`config.mk`:
```
export PLATFORM = sky130hd
export DESIGN_NAME = dmem_access_ctrl
export DESIGN_NICKNAME = d
export VERILOG_FILES = /design/src/rtl/dmem_access_ctrl.sv
export SDC_FILE = /design/constraint.sdc
export NUM_CORES = 1
export LEC_CHECK = 0
export ABC_AREA = 1
export CORE_MARGIN = 5
export CORE_UTILIZATION = 41
export CTS_BUF_LIST = sky130_fd_sc_hd__clkbuf_8 sky130_fd_sc_hd__clkbuf_16
export CTS_CLUSTER_DIAMETER = 150
export DETAILED_ROUTE_END_ITERATION = 10
export PLACE_DENSITY_LB_ADDON = 0.12
export SYNTH_ARGS = -nofsm -noshare
export SYNTH_HDL_FRONTEND = slang
export SYNTH_SLANG_ARGS = --single-unit
```
`constraint.sdc`:
```
create_clock -name CLK -period 5.2 [get_ports CLK]
set_clock_uncertainty 0.15 [all_clocks]
set_input_delay 1.04 -clock CLK [delete_from_list [all_inputs] [get_ports CLK]]
set_output_delay 1.04 -clock CLK [all_outputs]
set_load 0.02 [all_outputs]
```
`src/rtl/dmem_access_ctrl.sv`:
```
// MEM-stage data-memory access sequencer: issues one req/ready handshake per access,
// stalls the pipeline while it is in flight, and reports misalignment and timeouts.
module dmem_access_ctrl #(
   parameter int unsigned ADDR_W  = 32,
   parameter int unsigned DATA_W  = 32,
   parameter int unsigned TIMEOUT = 15
) (
   input  logic              CLK,
   input  logic              CLR,
   input  logic              Enable_In,
   input  logic              rw_In,
   input  logic              Size_In,
   input  logic              Load_In,
   input  logic [ADDR_W-1:0] Address_In,
   input  logic [DATA_W-1:0] WData_In,
   output logic              mem_req,
   output logic              mem_rw,
   output logic              mem_size,
   output logic [ADDR_W-1:0] mem_addr,
   output logic [DATA_W-1:0] mem_wdata,
   input  logic [DATA_W-1:0] mem_rdata,
   input  logic              mem_ready,
   output logic              Stall_Out,
   output logic              Done_Out,
   output logic              Load_Out,
   output logic [DATA_W-1:0] RData_Out,
   output logic              Error_Out
);

   localparam int unsigned CntW = $clog2(TIMEOUT + 1);

   typedef enum logic [1:0] {StIdle, StBusy, StDone} state_e;

   state_e            state_q, state_d;
   logic              req_q, req_d;
   logic              rw_q, rw_d;
   logic              size_q, size_d;
   logic              load_q, load_d;
   logic [ADDR_W-1:0] addr_q, addr_d;
   logic [DATA_W-1:0] wdata_q, wdata_d;
   logic [DATA_W-1:0] rdata_q, rdata_d;
   logic              tmo_q, tmo_d;
   logic              mis_q, mis_d;
   logic [CntW-1:0]   cnt_q, cnt_d;
   logic              aligned;
   logic              stall;

   assign aligned = Size_In | (Address_In[1:0] == 2'b00);

   always_comb begin
      state_d = state_q;
      req_d   = req_q;
      rw_d    = rw_q;
      size_d  = size_q;
      load_d  = load_q;
      addr_d  = addr_q;
      wdata_d = wdata_q;
      rdata_d = rdata_q;
      tmo_d   = tmo_q;
      cnt_d   = cnt_q;
      mis_d   = 1'b0;
      stall   = 1'b0;
      case (state_q)
         StIdle: begin
            if (Enable_In) begin
               if (aligned) begin
                  rw_d    = rw_In;
                  size_d  = Size_In;
                  load_d  = Load_In;
                  addr_d  = Address_In;
                  wdata_d = WData_In;
                  req_d   = 1'b1;
                  cnt_d   = '0;
                  tmo_d   = 1'b0;
                  stall   = 1'b1;
                  state_d = StBusy;
               end else begin
                  mis_d = 1'b1;
               end
            end
         end
         StBusy: begin
            stall = 1'b1;
            if (cnt_q != CntW'(TIMEOUT)) cnt_d = cnt_q + 1'b1;
            // ready takes priority over a timeout in the same cycle
            if (mem_ready) begin
               if (rw_q)        rdata_d = '0;
               else if (size_q) rdata_d = DATA_W'(mem_rdata[7:0]);
               else             rdata_d = mem_rdata;
               req_d   = 1'b0;
               state_d = StDone;
            end else if (cnt_q == CntW'(TIMEOUT - 1)) begin
               req_d   = 1'b0;
               tmo_d   = 1'b1;
               rdata_d = '0;
               state_d = StDone;
            end
         end
         StDone: begin
            state_d = StIdle;
         end
         default: begin
            state_d = StIdle;
         end
      endcase
   end

   always_ff @(posedge CLK or posedge CLR) begin
      if (CLR) begin
         state_q <= StIdle;
         req_q   <= 1'b0;
         rw_q    <= 1'b0;
         size_q  <= 1'b0;
         load_q  <= 1'b0;
         addr_q  <= '0;
         wdata_q <= '0;
         rdata_q <= '0;
         tmo_q   <= 1'b0;
         mis_q   <= 1'b0;
         cnt_q   <= '0;
      end else begin
         state_q <= state_d;
         req_q   <= req_d;
         rw_q    <= rw_d;
         size_q  <= size_d;
         load_q  <= load_d;
         addr_q  <= addr_d;
         wdata_q <= wdata_d;
         rdata_q <= rdata_d;
         tmo_q   <= tmo_d;
         mis_q   <= mis_d;
         cnt_q   <= cnt_d;
      end
   end

   assign mem_req   = req_q;
   assign mem_rw    = rw_q;
   assign mem_size  = size_q;
   assign mem_addr  = addr_q;
   assign mem_wdata = wdata_q;
   assign Stall_Out = stall;
   assign Done_Out  = (state_q == StDone);
   assign Load_Out  = Done_Out & load_q & ~tmo_q;
   assign RData_Out = rdata_q;
   assign Error_Out = mis_q | (Done_Out & tmo_q);

endmodule

```
==> results.txt <==
HP Class = reg -> reg
WP data required = 4010 ps
CTS Hold Bufs = 0
largest net degree at the start of global routing = 137
DP HPWL = 8470 um
final setup margin = 1490 ps
Synth area leaders = dfrtp_1, nand2_1, o21ai_0
PwrDens = 473 nW/um^2
max frequency = 270 MHz
CTS tree = done
Post-CTS Resized = 0
Max FO, Critical Path = 2
Max Slew Vio Count = 0
Synth-to-Final Area Change = 54.3%
R2R Setup Slk = 2930 ps
layout cells sized above 1 = 0.0400
Synth Register Bits = 108
Peak VDD IR = 0.209 mV
clock root buffer = clkbuf_8
total die area = 12800 um^2
count leader, synth = nand2_1
CTS buffer count = 9
Routed WL = 11600 um
reg2reg end = RData_Out[8]
Reg2Reg Depth = 5
Die Ht = 113 um
max-slew headroom at the worst pin = 0.167
period utilization = 0.713
Final ANT Viol Nets = 0
Final Critical Period = 3710 ps
initial core utilization = 0.422
Avg WL per Cell = 13.8 um
status = complete, no violations
share of the synthesized area in the top cell type = 0.617
final setup TNS = 0 ps
# rows = 37
WHS = 328 ps
Mapped Area = 4380 um^2
Post-synth top cells = nand2_1, dfrtp_1, inv_1
Syn Nets = 605
first-pass GRT wire length = 18600 um
Port Buffers = 205
CP dominant cell by count = nand2_1
# diodes = 0
Logic pwr share = 0.416
sequential share of power = 0.395
CP Cell Sequence = clkdlybuf4s50_1 -> inv_1 -> nand2_1 -> nand2_1 -> nand3_4 -> nand2_1 -> clkdlybuf4s50_1
Core Util, Final = 0.651
postcts setup bufs = 0
IO Pins = 206
Critical Path Source = Address_In[1]
Power Internal = 2.05 mW
Setup WS pre-CTS = 1500 ps
NetSw = 1.14 mW
EDFF count, synth = 0
Final setup viols = 0
post-synth top area cell = dfrtp_1
All-Layer GR Usage = 0.182
main flop type after synthesis = dfrtp_1
final hold violations = 0
CP peak stage delay = 650 ps
initial antenna violation count = 0
clk_lat worst skew = 360 ps
worst path arrival time = 2520 ps
Critical R2R Launch = state_q[1]
P_leak = 3.36 nW
FFs w/ async S/R, synth = 1.00
fraction of power spent switching nets = 0.358
cells after synthesis = 500
Reg clk slew, reported paths = 100 ps
DRT Pass-1 Iters = 4
CTS HTree Levels = 3
die width = 113 um
Initial DRC Count = 169
DR vias = 3745
clock power share = 0.189
Crit Path Class = in -> out
RePlAce Congestion = 0.790
Critical Path End Type = primary output
Worst Tran Pin Value = 1250 ps
Max clock buf depth = 2
register area share after synthesis = 0.617
end of the critical path = Stall_Out
fin nets = 800
critical path's slowest cell = clkdlybuf4s50_1
count of cell types in the netlist = 18
via-per-instance ratio = 4.48
total grt overflow = 0
Mapped Avg Cell Area = 8.75 um^2
number of global-route vias before repair = 3768
clock sink count = 108
Worst setup SP type = input port
Synth warnings = 0
DR DRC count = 0
RSZ-0062 raised after global routing = false
max-cap viol count = 0
Core ar. = 10400 um^2
## cell usage in the layout, fill, tap and decap left out, types with 2 or more instances in the layout
master           instances
inv_1                   76
o21ai_1                  5
ha_1                     2
clkbuf_8                 9
nor2_1                  11
nand2_1                169
nand3_1                 30
bufinv_16                3
clkdlybuf4s50_1        205
o21ai_0                 64
nor2_2                   2
dfrtp_1                108
buf_4                    2
inv_2                    4
## worst max-delay path: cells and delay by family
family                 cells  cell delay, ps
buffers and inverters      3            1120
AND/OR/NAND/NOR            4             360
## sequential cells by signal (all words and copies together) (netlist names)
| signal | cells |
|---|---|
| mem_wdata | 32 |
| load_q | 1 |
| state_q | 2 |
| RData_Out | 32 |
| mem_addr | 32 |
| mem_rw | 1 |
| mis_q | 1 |
| mem_size | 1 |
| tmo_q | 1 |
| cnt_q | 4 |
| mem_req | 1 |
## worst min path at each step
stage	startpoint	end	slack (ps)	cells past startpoint
floorplan	tmo_q	tmo_q	290	2
global placement	RData_Out[27]	RData_Out[27]	300	2
detailed placement	RData_Out[1]	RData_Out[1]	310	2
CTS	RData_Out[1]	RData_Out[1]	330	2
global route	RData_Out[1]	RData_Out[1]	350	2
finish	RData_Out[1]	RData_Out[1]	330	2
## kinds of logic after synthesis
group                      after synthesis  synth area share
DFF                                    108             0.617
buffers and inverters                  103            0.0946
adders and majority gates                2           0.00572
AOI/OAI and AO/OA                       72            0.0855
and+or+nand+nor                        215             0.197
## per-layer routing
layer	GRT usage	wire (um)	share of wire	vias up
met2	0.303	5630	0.49	127
li1	-	-	-	1902
met3	0.0610	978	0.085	11
met5	0	0	0	-
met1	0.220	4810	0.42	1705
met4	0.0697	144	0.012	0
## power groups by stage
stage	logic, mW	clock network (mW)	registers, mW
after floorplan	0.313	0	1.59
after global placement	1.33	0	1.26
after detailed placement	1.35	0	1.28
after CTS	1.35	0.622	1.26
after global routing	1.43	0.662	1.30
final	1.33	0.604	1.26
## cell type report
class / count / area (um^2)
multi-input combinational: 289 / 1270
timing repair buffer: 207 / 2070
inverter: 80 / 303
fill: 876 / 3620
clock inverter: 7 / 115
clock buffer: 9 / 124
tap: 136 / 170
sequential: 108 / 2700
## stage by stage
stage	std cells	total power, mW	cell area (um^2)
after floorplan	500	1.90	4380
after global placement	820	2.60	6520
after detailed placement	820	2.63	6520
after CTS	836	3.24	6750
after global routing	836	3.39	6750
final	836	3.19	6750
(Power assumes the default switching activity.)
